[config.mk]
export PLATFORM = sky130hd
export DESIGN_NAME = bpu
export DESIGN_NICKNAME = d
export VERILOG_FILES = /design/src/rtl/cotm32_pkg.sv /design/src/rtl/bu.sv /design/src/rtl/bpu.sv
export SDC_FILE = /design/constraint.sdc
export NUM_CORES = 1
export LEC_CHECK = 0
export ABC_CLOCK_PERIOD_IN_PS = 7200
export CAP_MARGIN = 10
export CELL_PAD_IN_SITES_DETAIL_PLACEMENT = 1
export CELL_PAD_IN_SITES_GLOBAL_PLACEMENT = 2
export CORE_UTILIZATION = 40
export DETAILED_ROUTE_END_ITERATION = 10
export DONT_BUFFER_PORTS = 1
export PLACE_DENSITY_LB_ADDON = 0.08
export REMOVE_ABC_BUFFERS = 1
export SLEW_MARGIN = 10
export SYNTH_ARGS = -nofsm -noshare
export SYNTH_HDL_FRONTEND = slang
export SYNTH_SLANG_ARGS = --single-unit
[constraint.sdc]
create_clock -name i_clk -period 7.2 [get_ports i_clk]
set_input_delay 1.44 -clock i_clk [delete_from_list [all_inputs] [get_ports i_clk]]
set_output_delay 1.44 -clock i_clk [all_outputs]
set_load 0.02 [all_outputs]
[src/rtl/cotm32_pkg.sv]
// cotm32_pkg: shared types and defaults for the cotm32 branch path.
//   bu_op_t         branch compare operation encoding (codes 8..15 undefined)
//   CORE_XLEN       datapath / PC width
//   BPU_ENTRIES     default branch-history-table depth
//   BPU_CNT_BITS    default saturating-counter width
//   is_cond_branch  true for the conditional compares (EQ..GEU), which are
//                   the only ops that train the predictor and count in stats
package cotm32_pkg;

  localparam int CORE_XLEN    = 32;
  localparam int BPU_ENTRIES  = 64;
  localparam int BPU_CNT_BITS = 2;

  typedef enum logic [3:0] {
    BU_ALWAYS = 4'd0,
    BU_NEVER  = 4'd1,
    BU_EQ     = 4'd2,
    BU_NE     = 4'd3,
    BU_LT     = 4'd4,
    BU_GE     = 4'd5,
    BU_LTU    = 4'd6,
    BU_GEU    = 4'd7
  } bu_op_t;

  function automatic logic is_cond_branch(input bu_op_t op);
    case (op)
      BU_EQ, BU_NE, BU_LT, BU_GE, BU_LTU, BU_GEU: return 1'b1;
      default:                                    return 1'b0;
    endcase
  endfunction

endpackage

[src/rtl/bu.sv]
// bu: combinational branch unit; evaluates a branch compare.
//   i_be    in   1      request valid; o_take forced low when clear
//   i_a     in   XLEN   first compare operand
//   i_b     in   XLEN   second compare operand
//   i_op    in   op     compare operation (undefined codes resolve not-taken)
//   o_take  out  1      branch outcome
module bu
  import cotm32_pkg::*;
#(
  parameter int XLEN = CORE_XLEN
) (
  input  logic            i_be,
  input  logic [XLEN-1:0] i_a,
  input  logic [XLEN-1:0] i_b,
  input  bu_op_t          i_op,
  output logic            o_take
);

  logic signed [XLEN-1:0] w_a_s;
  logic signed [XLEN-1:0] w_b_s;
  logic                   w_res;

  assign w_a_s = i_a;
  assign w_b_s = i_b;

  always_comb begin
    w_res = 1'b0;
    case (i_op)
      BU_ALWAYS: w_res = 1'b1;
      BU_NEVER:  w_res = 1'b0;
      BU_EQ:     w_res = (i_a == i_b);
      BU_NE:     w_res = (i_a != i_b);
      BU_LT:     w_res = (w_a_s <  w_b_s);
      BU_GE:     w_res = (w_a_s >= w_b_s);
      BU_LTU:    w_res = (i_a <  i_b);
      BU_GEU:    w_res = (i_a >= i_b);
      default:   w_res = 1'b0;
    endcase
  end

  assign o_take = i_be & w_res;

endmodule

[src/rtl/bpu.sv]
// bpu: branch prediction and resolution unit.
//   Front end: zero-latency taken/not-taken prediction from a PC-indexed
//   table of saturating counters. Back end: registers the resolved outcome,
//   flags mispredicts, trains the table on conditional branches and keeps
//   branch / mispredict statistics.
//   i_clk         in   1       clock, rising edge
//   i_rst         in   1       async reset, active-high
//   i_pred_pc     in   XLEN    fetch PC to predict
//   o_pred_take   out  1       predicted taken (combinational)
//   i_be          in   1       resolve request valid
//   i_kill        in   1       squash this cycle's resolve
//   i_pc          in   XLEN    PC of the resolving instruction
//   i_a, i_b      in   XLEN    compare operands
//   i_op          in   op      compare operation
//   i_pred_taken  in   1       prediction carried with the instruction
//   o_valid       out  1       registered resolve valid
//   o_take        out  1       registered actual outcome
//   o_mispredict  out  1       registered outcome != carried prediction
//   o_branch_cnt  out  STAT_W  conditional branches resolved (wraps)
//   o_miss_cnt    out  STAT_W  conditional mispredicts (wraps)
module bpu
  import cotm32_pkg::*;
#(
  parameter int XLEN        = CORE_XLEN,
  parameter int BHT_ENTRIES = BPU_ENTRIES,
  parameter int CNT_BITS    = BPU_CNT_BITS,
  parameter int STAT_W      = 32
) (
  input  logic              i_clk,
  input  logic              i_rst,
  input  logic [XLEN-1:0]   i_pred_pc,
  output logic              o_pred_take,
  input  logic              i_be,
  input  logic              i_kill,
  input  logic [XLEN-1:0]   i_pc,
  input  logic [XLEN-1:0]   i_a,
  input  logic [XLEN-1:0]   i_b,
  input  bu_op_t            i_op,
  input  logic              i_pred_taken,
  output logic              o_valid,
  output logic              o_take,
  output logic              o_mispredict,
  output logic [STAT_W-1:0] o_branch_cnt,
  output logic [STAT_W-1:0] o_miss_cnt
);

  localparam int                IDX_W    = $clog2(BHT_ENTRIES);
  localparam logic [CNT_BITS-1:0] CNT_MAX  = {CNT_BITS{1'b1}};
  // Weakly not-taken: MSB clear, all lower bits set.
  localparam logic [CNT_BITS-1:0] CNT_INIT = CNT_MAX >> 1;

  function automatic logic [CNT_BITS-1:0] sat_inc(input logic [CNT_BITS-1:0] c);
    return (c == CNT_MAX) ? c : c + CNT_BITS'(1);
  endfunction

  function automatic logic [CNT_BITS-1:0] sat_dec(input logic [CNT_BITS-1:0] c);
    return (c == '0) ? c : c - CNT_BITS'(1);
  endfunction

  logic [CNT_BITS-1:0] r_table [BHT_ENTRIES];

  logic [IDX_W-1:0]    w_pred_idx;
  logic [IDX_W-1:0]    w_train_idx;
  logic                w_accept;
  logic                w_cond;
  logic                w_take;
  logic                w_miss;

  logic                r_vld_p1;
  logic                r_take_p1;
  logic                r_miss_p1;
  logic [STAT_W-1:0]   r_branch_cnt;
  logic [STAT_W-1:0]   r_miss_cnt;

  // Word-aligned index; upper PC bits alias onto the same entries.
  assign w_pred_idx  = i_pred_pc[IDX_W+1:2];
  assign w_train_idx = i_pc[IDX_W+1:2];

  logic w_unused_pc;
  assign w_unused_pc = ^{i_pred_pc[XLEN-1:IDX_W+2], i_pred_pc[1:0],
                         i_pc[XLEN-1:IDX_W+2], i_pc[1:0]};

  // Reads the registered table, so a same-cycle train is not bypassed.
  assign o_pred_take = r_table[w_pred_idx][CNT_BITS-1];

  assign w_accept = i_be & ~i_kill;
  assign w_cond   = is_cond_branch(i_op);

  bu #(
    .XLEN (XLEN)
  ) u_bu (
    .i_be   (1'b1),
    .i_a    (i_a),
    .i_b    (i_b),
    .i_op   (i_op),
    .o_take (w_take)
  );

  assign w_miss = w_take ^ i_pred_taken;

  // ---- stage p0 -> p1: result registration, training, statistics ----
  always_ff @(posedge i_clk or posedge i_rst) begin
    if (i_rst) begin
      for (int i = 0; i < BHT_ENTRIES; i++) r_table[i] <= CNT_INIT;
    end else if (w_accept && w_cond) begin
      r_table[w_train_idx] <= w_take ? sat_inc(r_table[w_train_idx])
                                     : sat_dec(r_table[w_train_idx]);
    end
  end

  always_ff @(posedge i_clk or posedge i_rst) begin
    if (i_rst) begin
      r_vld_p1  <= 1'b0;
      r_take_p1 <= 1'b0;
      r_miss_p1 <= 1'b0;
    end else begin
      r_vld_p1  <= w_accept;
      r_take_p1 <= w_accept & w_take;
      r_miss_p1 <= w_accept & w_miss;
    end
  end

  always_ff @(posedge i_clk or posedge i_rst) begin
    if (i_rst) begin
      r_branch_cnt <= '0;
      r_miss_cnt   <= '0;
    end else if (w_accept && w_cond) begin
      r_branch_cnt <= r_branch_cnt + STAT_W'(1);
      if (w_miss) r_miss_cnt <= r_miss_cnt + STAT_W'(1);
    end
  end

  assign o_valid      = r_vld_p1;
  assign o_take       = r_take_p1;
  assign o_mispredict = r_miss_p1;
  assign o_branch_cnt = r_branch_cnt;
  assign o_miss_cnt   = r_miss_cnt;

endmodule

# [After elaboration in Yosys (flattened, before gate mapping)]
# Cells that the tools add are included.
[totals] n_memories=0 latch_bits=0 output_inout_bits=68 ram_bits=0 wordCells=116 romBits=0 ff_bits=195 in_bits=137
[op_classes] eq_ne=9 div_mod_pow=0 multipliers=0 addsub=4 shift=0 reduce_logical=6 n_lt_le_gt_ge=7 mux=14 bitwise_logic=7
[ops] cell="$bwmux 128" count=1
[ops] cell="$add 32x1->32 const B" count=2
[ops] cell="$ge 32x32->1" count=2
[ops] cell="$lt 32x32->1" count=2
[ops] cell="$eq 32x32->1" count=1
[ops] cell="$ne 32x32->1" count=1
[ops] cell="$bmux 2 s6" count=2
[ops] cell="$eq 4x3->1 const B" count=4
[ops] cell="$mux 2" count=8
[ops] cell="$ge 7x7->1 const B" count=2
[ops] cell="$not 6->7" count=2
[ops] cell="$demux 2 s6" count=1
[ops] cell="$eq 4x2->1 const B" count=2
[ops] cell="$lt 7x1->1 const B" count=1
[ops] cell="$pmux 1 s7" count=1
[ops] cell="$reduce_or 6->1" count=1
[ops] cell="$logic_not 4->1" count=1
[ops] cell="$and 1x1->1" count=3
[ops] cell="$add 2x1->2 const B" count=1
[ops] cell="$eq 2x2->1 const B" count=1
[ops] cell="$logic_and 1x1->1" count=2
[ops] cell="$logic_not 2->1" count=1
[ops] cell="$reduce_and 2->1" count=1
[ops] cell="$sub 2x1->2 const B" count=1
[ops] cell="3 further kinds" count=3

# [Longest topological paths before layout]
# Gate-level depths: netlist of run 1.
[logic_depth] word_depth=8 ltp_mapped=12 ltp_nobuf=11

# [Modules after synthesis]
# A second synthesis of run 1 with hierarchy kept.
[hier_totals] hier_cells=1154 hier_area_um2=11143.2
[by_module_without_submodules] module="bpu" seq_area_each_um2=4959.8 cells_per_inst=1027 instances=1 area_per_inst_um2=10212.3
[by_module_without_submodules] module="bu" seq_area_each_um2=0.0 cells_per_inst=127 instances=1 area_per_inst_um2=930.9

# [Worst setup path after synthesis of run 1]
# Ideal clock, no wire load.
[synth_path] path_kind="input to output" start="input port i_pred_pc[2]" end="output port o_pred_take" path_stages=5 path_slack_ns=1.839 n_path_buf=2 arrival_ns=3.921 required_time_ns=5.760 path_cell_list="clkbuf_1 > buf_1 > mux4_2 > mux4_2 > mux4_2"
[synth_via] elab_chain_cells=4
[synth_lines] element="from (decl)" line_no="bpu.sv:31" source="input logic [XLEN-1:0] i_pred_pc,"
[synth_lines] element="$not 6->7 (not written as such)" line_no="bpu.sv:84" source="assign o_pred_take = r_table[w_pred_idx][CNT_BITS-1];"
[synth_lines] element="$bmux 2 s6" line_no="bpu.sv:84"
[synth_lines] element="$mux 2 (not written as such) (2 in a row)" line_no="bpu.sv:84"
[synth_lines] element="to (decl)" line_no="bpu.sv:32" source="output logic o_pred_take,"
# Every way passes these cells. The select of a mux whose other input is x is not followed.

# [Worst setup path after layout of run 1]
[layout_path] start="input port i_b[31]" end="register r_table[123] (netlist name)"
[layout_via] elab_chain_cells=4 word_cells_on_any_way=9 classes_between="order compare (4); eq/ne (2); mux (3)"
[layout_lines] element="from (decl)" line_no="bpu.sv:37" source="input logic [XLEN-1:0] i_b,"
[layout_lines] element="$ge 32x32->1 (tied with other cells)" line_no="bu.sv:36" source="BU_GEU: w_res = (i_a >= i_b);"
[layout_lines] element="$pmux 1 s7 *" line_no="bu.sv:28" source="case (i_op)"
[layout_lines] element="$mux 2 *" line_no="bpu.sv:106" source="r_table[w_train_idx] <= w_take ? sat_inc(r_table[w_train_idx])"
[layout_lines] element="$bwmux 128 *" line_no="bpu.sv:106"
[layout_lines] element="to (signal, indexed assignment)" line_no="bpu.sv:106"
[layout_lines] element="to (decl)" line_no="bpu.sv:60" source="logic [CNT_BITS-1:0] r_table [BHT_ENTRIES];"
# Every way passes the cells marked *; elsewhere a longest branch is shown, timed or not.
# A chain may end at the register's enable or synchronous reset.

==> results of run 1 <==
routing by layer:
layer,GRT usage (%),vias up
li1,-,3753
met1,33.27,3992
met2,38.92,178
met3,4.317,23
met4,6.245,2
met5,0,-
metrics by stage:
step           utilization (%)  worst slack, ns  power, uW  hold WS (ns)  cell area [um^2]
4_1_cts                  44.31            2.095       2349        0.4644             11220
6_report                 44.31            2.049       2315        0.4642             11220
3_3_place_gp             42.12            1.678       1415        0.4506             10670
5_1_grt                  44.31            1.819       2411        0.4824             11220
2_1_floorplan                -           0.5537       1343        0.4440             10100
3_5_place_dp             42.12            1.643       1419        0.4545             10670
registers in the layout (all words and copies together), names as in the netlist:
register / cells
r_table: 128
o_branch_cnt: 32
o_miss_cnt: 32
o_mispredict: 1
o_take: 1
o_valid: 1
final timing paths:
kind	endpoint
max	r_table[123]$_DFFE_PP0P_
min	r_table[26]$_DFFE_PP1P_
max reg2reg	o_miss_cnt[31]$_DFFE_PP0P_
min reg2reg	r_table[26]$_DFFE_PP1P_
max in group asynchronous	o_miss_cnt[2]$_DFFE_PP0P_
min in group asynchronous	r_table[59]$_DFFE_PP0P_
worst register-to-register path: stages, from the launching register on:
cell and delay (ns):
dfrtp_1 0.54, nand3b_1 0.17, nor4_1 0.38, nand4_1 0.22, nor4_2 0.58, and4_1 0.34, nand3_1 0.11, or4_1 0.48
o31a_1 0.14, xnor2_1 0.13
Yosys cell counts, drive strengths merged (28+ instances only):
cell	instances	share of area [%]
a21oi	35	1.9
a22oi	46	3.3
clkbuf	28	1.0
dfrtp	131	32
dfstp	64	16
ha	34	4.1
inv	42	1.5
nand2	214	7.7
nand3	28	1.4
nand4	28	1.7
nor2	37	1.4
o21ai	131	6.5
xnor2	47	4.0
cell families (layout without fill, tap and decap cells):
kind of cell | count (synthesis) | count (layout) | synth area share, %
flip-flops | 195 | 195 | 47.80
adder cells (fa/ha/maj) | 36 | 36 | 4.317
buffers and inverters | 91 | 91 | 4.184
multiplexers | 23 | 23 | 4.763
XOR/XNOR | 64 | 64 | 5.402
AO/OA/AOI/OAI | 273 | 273 | 16.70
AND/OR/NAND/NOR | 379 | 379 | 16.83
area by class of cell:
| class | count | area (um^2) |
|---|---|---|
| clock inverters | 10 | 91.34 |
| fillers | 2829 | 14100 |
| inverters | 42 | 165.2 |
| flip-flops and latches | 195 | 4960 |
| clock buffers | 22 | 464.2 |
| well taps | 330 | 412.9 |
| repair buffers | 17 | 140.1 |
| multi-input cells | 775 | 4990 |
report_power, final:
part	switching (uW)	internal [uW]
sequential	63.6	1140
clock	447	473
combinational	128	68.1
total	639	1680
==> results by group, run 1 <==
Timing
  • Unrepaired setup endpoints after global routing: no
  • Final Setup Violations: 0
  • Pins Over Slew Limit: 0
  • Hold Vio Cnt, Final: 0
  • Peak Freq: 194.1 MHz
  • Sum Neg Setup Slack: 0 ns
  • Setup Skew: 0.01409 ns
  • Slew @ Worst Pin: 1.073 ns
  • Period utilization: around 72%
  • Min Tclk post-route: 5.151 ns
  • Worst relative slew slack: 28.18%

Worst setup path
  • CP Launch Point: i_b[31]
  • Critical Path, Cell by Cell: inv_1 -> ha_1 -> nand4_1 -> nor4_1 -> o31a_1 -> or2_4 -> o211ai_2 -> nor2_2 -> maj3_2 -> buf_12 -> o21ai_0
  • Crit path launch type: input port
  • Reg2reg setup slack: between 4 and 5 ns
  • Required @ worst endpoint: approximately 7.5 ns
  • Max incr delay on CP: roughly 0.9 ns
  • Worst setup EP type: flop
  • Worst r2r src: o_miss_cnt[3]$_DFFE_PP0P_
  • WP data arrival: 5.45 ns
  • CP max-delay cell: nor4_1
  • Critical Path Stages: 11
  • Reg2Reg Depth: 9
  • WP buf/inv: 2
  • Crit Path Max Fanout: 38
  • CP delay by family, top: simple AND/OR/NAND/NOR gates
  • Critical setup path kind: input port to flop

Route
  • Uppermost routed layer: met5
  • Drt wl/cell: between 20 and 25 um
  • Met3 Wirelength: 1404 um
  • Vias per std cell: between 5 and 6
  • Routed Wire Length: 30940 um
  • Vias: about 7.9k
  • Antenna-violating nets left: 0
  • Wire length on met1: 14480 um
  • Residual DRC count: 0
  • Iter 0 DRT Violations: 329
  • Detailed route wirelength on metal2: 14700 um
  • DR pass1 iterations: 4

Logic synthesis
  • Post-synthesis cell type count: 60
  • Top FF cell, synth: dfrtp_1
  • Ys Warns: 0
  • Cells after synthesis: 1061
  • Synthesized area: 10380 um^2
  • Fraction of registers with async set/reset: 100.0%
  • Seq cells post-synth: between 150 and 200
  • Post-synthesis sequential area ratio: a little under half
  • Avg Cell Area, Syn: 9.780 um^2
  • Number of flops mapped to enable cells by yosys: 0

GRT
  • Initial antenna violation count: 1
  • Global-route wire length before repair: 48410 um
  • GRT Util Overall: 24.08%
  • Largest net degree at the start of global routing: 134
  • Vias in the first global route: slightly above 8k
  • Total global routing overflow: 0

Floorplan
  • Die area: 26590 um^2
  • Die Height: 163.1 um
  • Starting Density: 40.97%
  • CORE AREA: 25330 um^2
  • FP Rows: 58
  • I/O pin total: 205
  • Die Span X: 163.1 um

Hold path
  • Worst Hold Class: flop to flop
  • Hold path startpoint: r_table[26]$_DFFE_PP1P_
  • Hold path cells: 2

Power and ir drop
  • Leak: 0.004520 uW
  • Power per cell area: 206.3 nW/um^2
  • Peak supply drop: 0.1108 mV

CTS
  • Hold-fix buffers, CTS: 0
  • Htree depth: 4
  • Post_cts resized: 0
  • CTS tree: built
  • Setup Buffers After CTS: 0
  • Clk root buf: clkbuf_16
  • Clk slew on worst S/H paths: ~0.070 ns
  • Clk Latency, worst-skew pair: 0.44 ns
  • CTS Sinks: a little under 200
  • CTS Buffer Depth: 2
  • TritonCTS buffer count: 17

Cells and area
  • Leading cell type in the layout, fill and taps excluded: nand2_1
  • Final net count: 1219
  • Number of antenna diodes: 0
  • Most frequent cells in the layout: nand2_1, dfrtp_1, o21ai_1, dfstp_2, xnor2_1
  • Share of cells above drive strength 1: 14.80%
  • Area delta synth->final: 8.164%
  • Fin cells: roughly 1.4k

Placed design
  • Placed cell count: 1359
  • Port Buffers: 0
  • Detailed Place HPWL: 20950 um
  • RD Place Congestion: ~0.75

Outcome
  • Outcome: finished clean

Run
  • Maxcap violations: 0
No activity file was read; power rests on OpenSTA's default activity.
==> run 2: changes to the inputs <==
- ABC_AREA: default -> 1
- ABC_CLOCK_PERIOD_IN_PS: 7200 -> 4900
- CORE_UTILIZATION: 40 -> 36
- clock period: 7.2 -> 4.9 ns (I/O delays scaled with it)
==> run 2 against run 1 <==
Net effect: cell count increased by 51%; global-route usage up 1.3 points; clock-buffer cell count decreased by 5; routed wire length up 32%; core utilization is 4.2 points lower; critical path type is now input port to output pin; via count is 39% higher; critical path depth is 2 lower; worst hold slack gained 0.0049 ns; design area increased by 16%; combinational power is 110% higher; clock skew about the same.
==> results by group, run 2 <==
Power and ir drop
  • Power per cell area: 285.2 nW/um^2 (+38%)
  • Peak supply drop: 0.2536 mV (+130%)
  • Leak: 0.006252 uW (+38%)

Route
  • Vias per std cell: 5.257 (-8.0%)
  • Vias: 11.02k (+39%)
  • Antenna-violating nets left: 0 (unchanged)
  • DR pass1 iterations: 5 (+1)
  • Drt wl/cell: 19.52 um (-12%)
  • Iter 0 DRT Violations: 563 (+71%)
  • Routed Wire Length: 40930 um (+32%)
  • Residual DRC count: 0 (unchanged)

Cells and area
  • Most frequent cells in the layout: nand2_1, nand3_1, inv_1, nor2_1, dfrtp_1
  • Fillers: 4128 (+46%)
  • Biggest register: r_table
  • Design Area, Final: 13050 um^2 (+16%)
  • Leading cell type in the layout, fill and taps excluded: nand2_1
  • Area delta synth->final: 9.367%
  • Share of cells above drive strength 1: 8.338% (-6.5 points)
  • Max reg flops: 128 (unchanged)
  • Area of the multi-input gates: 5963 um^2 (+20%)
  • Number of antenna diodes: 0 (unchanged)
  • Final net count: 1813 (+49%)
  • Sequential Area: 4960 um^2 (unchanged)

GRT
  • Total global routing overflow: 0 (unchanged)
  • Vias in the first global route: 11.81k (+42%)
  • Initial antenna violation count: 0 (-1)
  • GRT Util Overall: 25.42% (+1.3 points)
  • Largest net degree at the start of global routing: 134 (unchanged)
  • Global-route wire length before repair: 65770 um (+36%)

Hold path
  • Hold path cells: 2 (unchanged)
  • Worst Hold Class: flop to flop

Placed design
  • Post-DP Area: 12410 um^2 (+16%)
  • Port Buffers: 0 (unchanged)
  • RD Place Congestion: 0.8290 (+10%)
  • Detailed Place HPWL: 27550 um (+32%)

Logic synthesis
  • Multiplexer share of the synthesized area: 0% (-4.8 points)
  • Post-synthesis sequential area ratio: 41.58% (-6.2 points)
  • Ranking of synthesized cells by area: dfrtp_1, nand2_1, dfstp_2
  • Post-synthesis cell type count: 42 (-30%)
  • Count leader, synth: nand2_1
  • Synth Area in XOR/XNOR: 4.479% (-0.92 points)
  • Top FF cell, synth: dfrtp_1
  • Top cell type's share of synthesized area: 27.48% (-4.1 points)
  • Avg Cell Area, Syn: 7.172 um^2 (-27%)
  • Largest family of logic cells by synthesized area: simple AND/OR/NAND/NOR gates
  • Seq cells post-synth: 195 (unchanged)
  • Compound-cell area share of the yosys netlist: 6.032% (-11 points)
  • Synthesized area: 11930 um^2 (+15%)
  • Adder-cell share of the synthesized area: 3.567% (-0.75 points)
  • Fraction of registers with async set/reset: 100.0% (unchanged)
  • Simple-Gate Fraction of Synth Area: 35.90% (+19 points)
  • Ys Warns: 0 (unchanged)
  • Cells after synthesis: 1663 (+57%)
  • Number of flops mapped to enable cells by yosys: 0 (unchanged)
  • Post-synth top cells: nand2_1, nand3_1, inv_1
  • Post-synth top area cell: dfrtp_1

Worst setup path
  • Cell mode on critical path: buf_4
  • Reg2reg setup slack: 2.30 ns (-1.71 ns)
  • Required @ worst endpoint: 3.92 ns (-3.58 ns)
  • Critical Path, Cell by Cell: inv_1 -> buf_4 -> o21ai_0 -> o22ai_1 -> nor2_1 -> o221ai_1 -> o211ai_1 -> o31ai_1 -> buf_4
  • Crit path launch type: input port
  • CP max-delay cell: inv_1
  • Critical setup path kind: input port to output pin
  • Max incr delay on CP: 0.73 ns (-0.19 ns)
  • Reg2Reg Depth: 12 (+3)
  • CP delay by family, top: buffers and inverters
  • Critical Path Stages: 9 (-2)
  • Worst setup EP type: output pin
  • WP data arrival: 3.10 ns (-2.35 ns)
  • Crit Path Max Fanout: 32 (-16%)
  • WP buf/inv: 3 (+1)

Timing
  • Hold Vio Cnt, Final: 0 (unchanged)
  • Min Tclk post-route: around 4 ns
  • Unrepaired setup endpoints after global routing: no
  • Peak Freq: 245.0 MHz
  • WHS: 0.4692 ns (+0.004939 ns)
  • Pins Over Slew Limit: 0 (unchanged)
  • Worst relative slew slack: 31.58% (+3.4 points)
  • Final Setup Violations: 0 (unchanged)
  • Slew @ Worst Pin: 1.025 ns (-0.04819 ns)
  • Setup Skew: 0.01443 ns (+0.0003364 ns)
  • Period utilization: 83.31%

Floorplan
  • CORE AREA: 32540 um^2 (+28%)
  • Die Height: 184.0 um (+13%)
  • Die Span X: 184.0 um (+13%)
  • Starting Density: 36.66% (-4.3 points)
  • FP Rows: 66 (+14%)
  • Die area: 33870 um^2 (+27%)
  • I/O pin total: 205 (unchanged)

CTS
  • Clk slew on worst S/H paths: 0.08 ns (about the same)
  • CTS Sinks: 195 (unchanged)
  • Htree depth: 4 (unchanged)
  • Clk root buf: clkbuf_16
  • CTS Buffer Depth: 2 (unchanged)
  • Setup Buffers After CTS: 0 (unchanged)
  • TritonCTS buffer count: 17 (unchanged)
  • Post_cts resized: 0 (unchanged)
  • CTS tree: built
  • Clk Latency, worst-skew pair: 0.46 ns (+0.02 ns)
  • Hold-fix buffers, CTS: 0 (unchanged)

Outcome
  • Outcome: finished clean

Run
  • Maxcap violations: 0 (unchanged)
-- run 2: worst paths after layout --
check | from | end
max in group asynchronous | i_rst | r_table[78]$_DFFE_PP1P_
worst min-delay path | r_table[26]$_DFFE_PP1P_ | r_table[26]$_DFFE_PP1P_
worst max register to register | r_table[68]$_DFFE_PP1P_ | r_table[88]$_DFFE_PP1P_
worst max-delay path | i_pred_pc[2] | o_pred_take
worst min register to register | r_table[26]$_DFFE_PP1P_ | r_table[26]$_DFFE_PP1P_
min in group asynchronous | i_rst | o_miss_cnt[4]$_DFFE_PP0P_
-- run 2: cells by family (layout without fill, tap and decap cells) --
logic type	Yosys count	in the layout
AOI/OAI and AO/OA	120	120
xor gates and xnor gates	61	61
adders and majority gates	34	34
buffers and inverters	247	239
DFF	195	195
and+or+nand+nor	1006	1006
-- run 2: worst reg2reg max path: stages (launching register included) --
cell and delay, ns:
dfstp_2 0.38, a22oi_1 0.28, nand3_1 0.11, o21ai_0 0.31, nand2_1 0.14, nor2_1 0.12, nand2_1 0.11, inv_2 0.08
nand2_1 0.08, nand2_4 0.42, buf_4 0.30, nand3_1 0.10, nand2_1 0.10
-- run 2: routing by layer --
layer,global-route usage [%],up-vias,wire length (um)
met1,32.63,5451,18590
met5,0,-,0
met4,7.100,0,644
met3,5.507,38,1981
met2,42.85,223,19710
li1,-,5312,-
-- run 2: through the flow --
step	utilization [%]	cells	worst slack, ns	power, uW	setup TNS (ns)
finish	40.09	2097	0.8176	3721	0
global route	40.09	2097	0.6533	3875	0
global placement	38.14	2065	0.8978	2177	0
detailed placement	38.14	2065	0.8926	2189	0
floorplan	-	1603	-1.286	2010	-168.51
CTS	40.09	2097	0.8819	3775	0
-- run 2: cell type report --
type                            count  share of cell area [%]
Timing Repair Buffer               20                   1.726
Multi-Input combinational cell   1221                   45.71
Sequential cell                   195                   38.02
Clock inverter                     15                   1.602
Inverter                          187                   5.438
Clock buffer                       17                   3.261
Tap cell                          442                   4.239
-- run 2: power by group --
part           switching [uW]  internal [uW]
registers                88.6           1660
logic                     292            112
clock network             736            833
total                    1120           2610
==> run 3: changes to the inputs <==
- ABC_CLOCK_PERIOD_IN_PS: 4900 -> 4000
- clock period: 4.9 -> 4 ns (I/O delays scaled with it)
==> run 3 against run 2 <==
Net effect: sequential cell count unchanged; critical endpoint unchanged; non-clock buffer count increased by 6; clock power up 18%; sequential power up 22%; largest power group unchanged; clock-buffer cell count increased by 1; via count stayed put.
==> results by group, run 3 (synthesis results as in run 2) <==
Outcome
  • Outcome: finished clean

Worst setup path
  • CP max-delay cell: inv_1
  • Crit path capture: o_pred_take
  • Max incr delay on CP: 0.55 ns (-0.18 ns)
  • Worst R2R End: o_branch_cnt[25]$_DFFE_PP0P_
  • Critical Path, Cell by Cell: inv_1 -> o21ai_0 -> o22ai_1 -> o21ai_0 -> o22ai_1 -> nor2_1 -> o31ai_1 -> buf_4
  • Required @ worst endpoint: 3.20 ns (-0.72 ns)
  • Reg2Reg Depth: 10 (-2)
  • Crit Path Max Fanout: 32 (unchanged)
  • Critical setup path kind: input port to output pin
  • WP data arrival: 2.81 ns (-0.29 ns)
  • Reg2reg setup slack: 1.44 ns (-0.86 ns)
  • CP Launch Point: i_pred_pc[2]
  • Crit path launch type: input port
  • Worst setup EP type: output pin
  • Worst r2r src: o_branch_cnt[0]$_DFFE_PP0P_

CTS
  • CTS Sinks: 195 (unchanged)
  • CTS tree: built
  • Clk Latency, worst-skew pair: 0.47 ns (about the same)
  • CTS Buffer Depth: 2 (unchanged)
  • Clk slew on worst S/H paths: 0.08 ns (about the same)
  • TritonCTS buffer count: 17 (unchanged)
  • Post_cts resized: 0 (unchanged)
  • Hold-fix buffers, CTS: 0 (unchanged)
  • Clk root buf: clkbuf_16
  • Setup Buffers After CTS: 0 (unchanged)
  • Htree depth: 4 (unchanged)

Power and ir drop
  • Leak: 0.006254 uW (about the same)
  • Power per cell area: 344.2 nW/um^2 (+21%)
  • Peak supply drop: 0.3221 mV (+27%)

Floorplan
  • CORE AREA: 32540 um^2 (unchanged)
  • Die area: 33870 um^2 (unchanged)
  • Die Span X: 184.0 um (unchanged)
  • FP Rows: 66 (unchanged)
  • Starting Density: 36.66% (unchanged)
  • I/O pin total: 205 (unchanged)
  • Die Height: 184.0 um (unchanged)

Timing
  • Sum Neg Setup Slack: 0 ns (unchanged)
  • Hold Vio Cnt, Final: 0 (unchanged)
  • Unrepaired setup endpoints after global routing: no
  • Pins Over Slew Limit: 0 (unchanged)
  • Peak Freq: 276.7 MHz
  • Min Tclk post-route: 3.614 ns
  • Final Setup Violations: 0 (unchanged)
  • Worst relative slew slack: 39.91% (+8.3 points)
  • Slew @ Worst Pin: 0.9004 ns (-0.1247 ns)
  • Period utilization: 90.34%
  • Setup Skew: 0.01576 ns (+0.001325 ns)

Cells and area
  • Area delta synth->final: 9.535%
  • Most frequent cells in the layout: nand2_1, nand3_1, inv_1, nor2_1, dfrtp_1
  • Biggest register: r_table
  • Sequential Area: 4960 um^2 (unchanged)
  • Leading cell type in the layout, fill and taps excluded: nand2_1
  • Share of cells above drive strength 1: 8.609% (+0.27 points)
  • Max reg flops: 128 (unchanged)
  • Fin cells: 2104 (+0.33%)
  • Final net count: 1819 (+0.33%)
  • Area of the multi-input gates: 5963 um^2 (unchanged)
  • Fillers: 4163 (+0.85%)

Route
  • DR pass1 iterations: 5 (unchanged)
  • Residual DRC count: 0 (unchanged)
  • Vias: 11.02k (unchanged)
  • Routed Wire Length: 40790 um (-0.34%)
  • Vias per std cell: 5.240 (-0.33%)
  • Antenna-violating nets left: 0 (unchanged)
  • Iter 0 DRT Violations: 626 (+11%)
  • Drt wl/cell: 19.38 um (-0.67%)

Hold path
  • Worst Hold Class: input port to async pin

Placed design
  • Detailed Place HPWL: 27700 um (+0.53%)
  • Placed cell count: 2071 (+0.29%)
  • Port Buffers: 0 (unchanged)
  • RD Place Congestion: 0.8361 (+0.86%)

GRT
  • Total global routing overflow: 0 (unchanged)
  • GRT Util Overall: 25.05% (-0.38 points)
  • Global-route wire length before repair: 64140 um (-2.5%)
  • Initial antenna violation count: 0 (unchanged)
  • Largest net degree at the start of global routing: 82 (-39%)
  • Vias in the first global route: 11.46k (-3.0%)

Run
  • Maxcap violations: 0 (unchanged)
run 3: layer usage:
| layer | global-route usage [%] | wire [um] | up-vias |
|---|---|---|---|
| met5 | 0 | 0 | - |
| met4 | 6.533 | 641 | 0 |
| met3 | 6.141 | 2231 | 45 |
| met2 | 42.29 | 19400 | 211 |
| met1 | 31.79 | 18510 | 5435 |
| li1 | - | - | 5333 |
run 3: cell type report:
type | count | area share [%]
multi-input cells | 1221 | 45.64
clock buffers | 18 | 3.285
clock inverters | 14 | 1.360
diodes | 1 | 0.01915
well taps | 442 | 4.233
inverters | 187 | 5.430
flip-flops and latches | 195 | 37.96
repair buffers | 26 | 2.069
run 3: worst max-delay path, delay by kind of cell:
family                 cells  cell delay [ns]
AO/OA/AOI/OAI              5             1.14
buffers and inverters      2             0.79
AND/OR/NAND/NOR            1             0.07
run 3: worst min-delay path by stage:
stage | slack, ns | end | startpoint
6_report | 0.27 | o_miss_cnt[2]$_DFFE_PP0P_ | i_rst
5_1_grt | 0.30 | o_miss_cnt[2]$_DFFE_PP0P_ | i_rst
4_1_cts | 0.28 | o_miss_cnt[1]$_DFFE_PP0P_ | i_rst
3_5_place_dp | 0.46 | r_table[108]$_DFFE_PP1P_ | r_table[108]$_DFFE_PP1P_
3_3_place_gp | 0.45 | r_table[102]$_DFFE_PP1P_ | r_table[102]$_DFFE_PP1P_
2_1_floorplan | 0.45 | r_table[10]$_DFFE_PP1P_ | r_table[10]$_DFFE_PP1P_
run 3: report_power, final:
part / switching, uW / internal [uW] / total (uW)
combinational: 355 / 144 / 499
sequential: 110 / 2030 / 2140
clock: 860 / 994 / 1850
total: 1320 / 3170 / 4500
run 3: stage by stage:
stage / area [um^2] / util (%) / hold WS, ns / worst slack, ns / power, uW
floorplan: 11620 / - / 0.4463 / -2.006 / 2463
global placement: 12460 / 38.28 / 0.4546 / 0.4477 / 2678
detailed placement: 12460 / 38.28 / 0.4572 / 0.4775 / 2687
CTS: 13060 / 40.15 / 0.2839 / 0.4656 / 4563
global route: 13060 / 40.15 / 0.2955 / 0.3608 / 4700
finish: 13070 / 40.16 / 0.2670 / 0.3865 / 4497
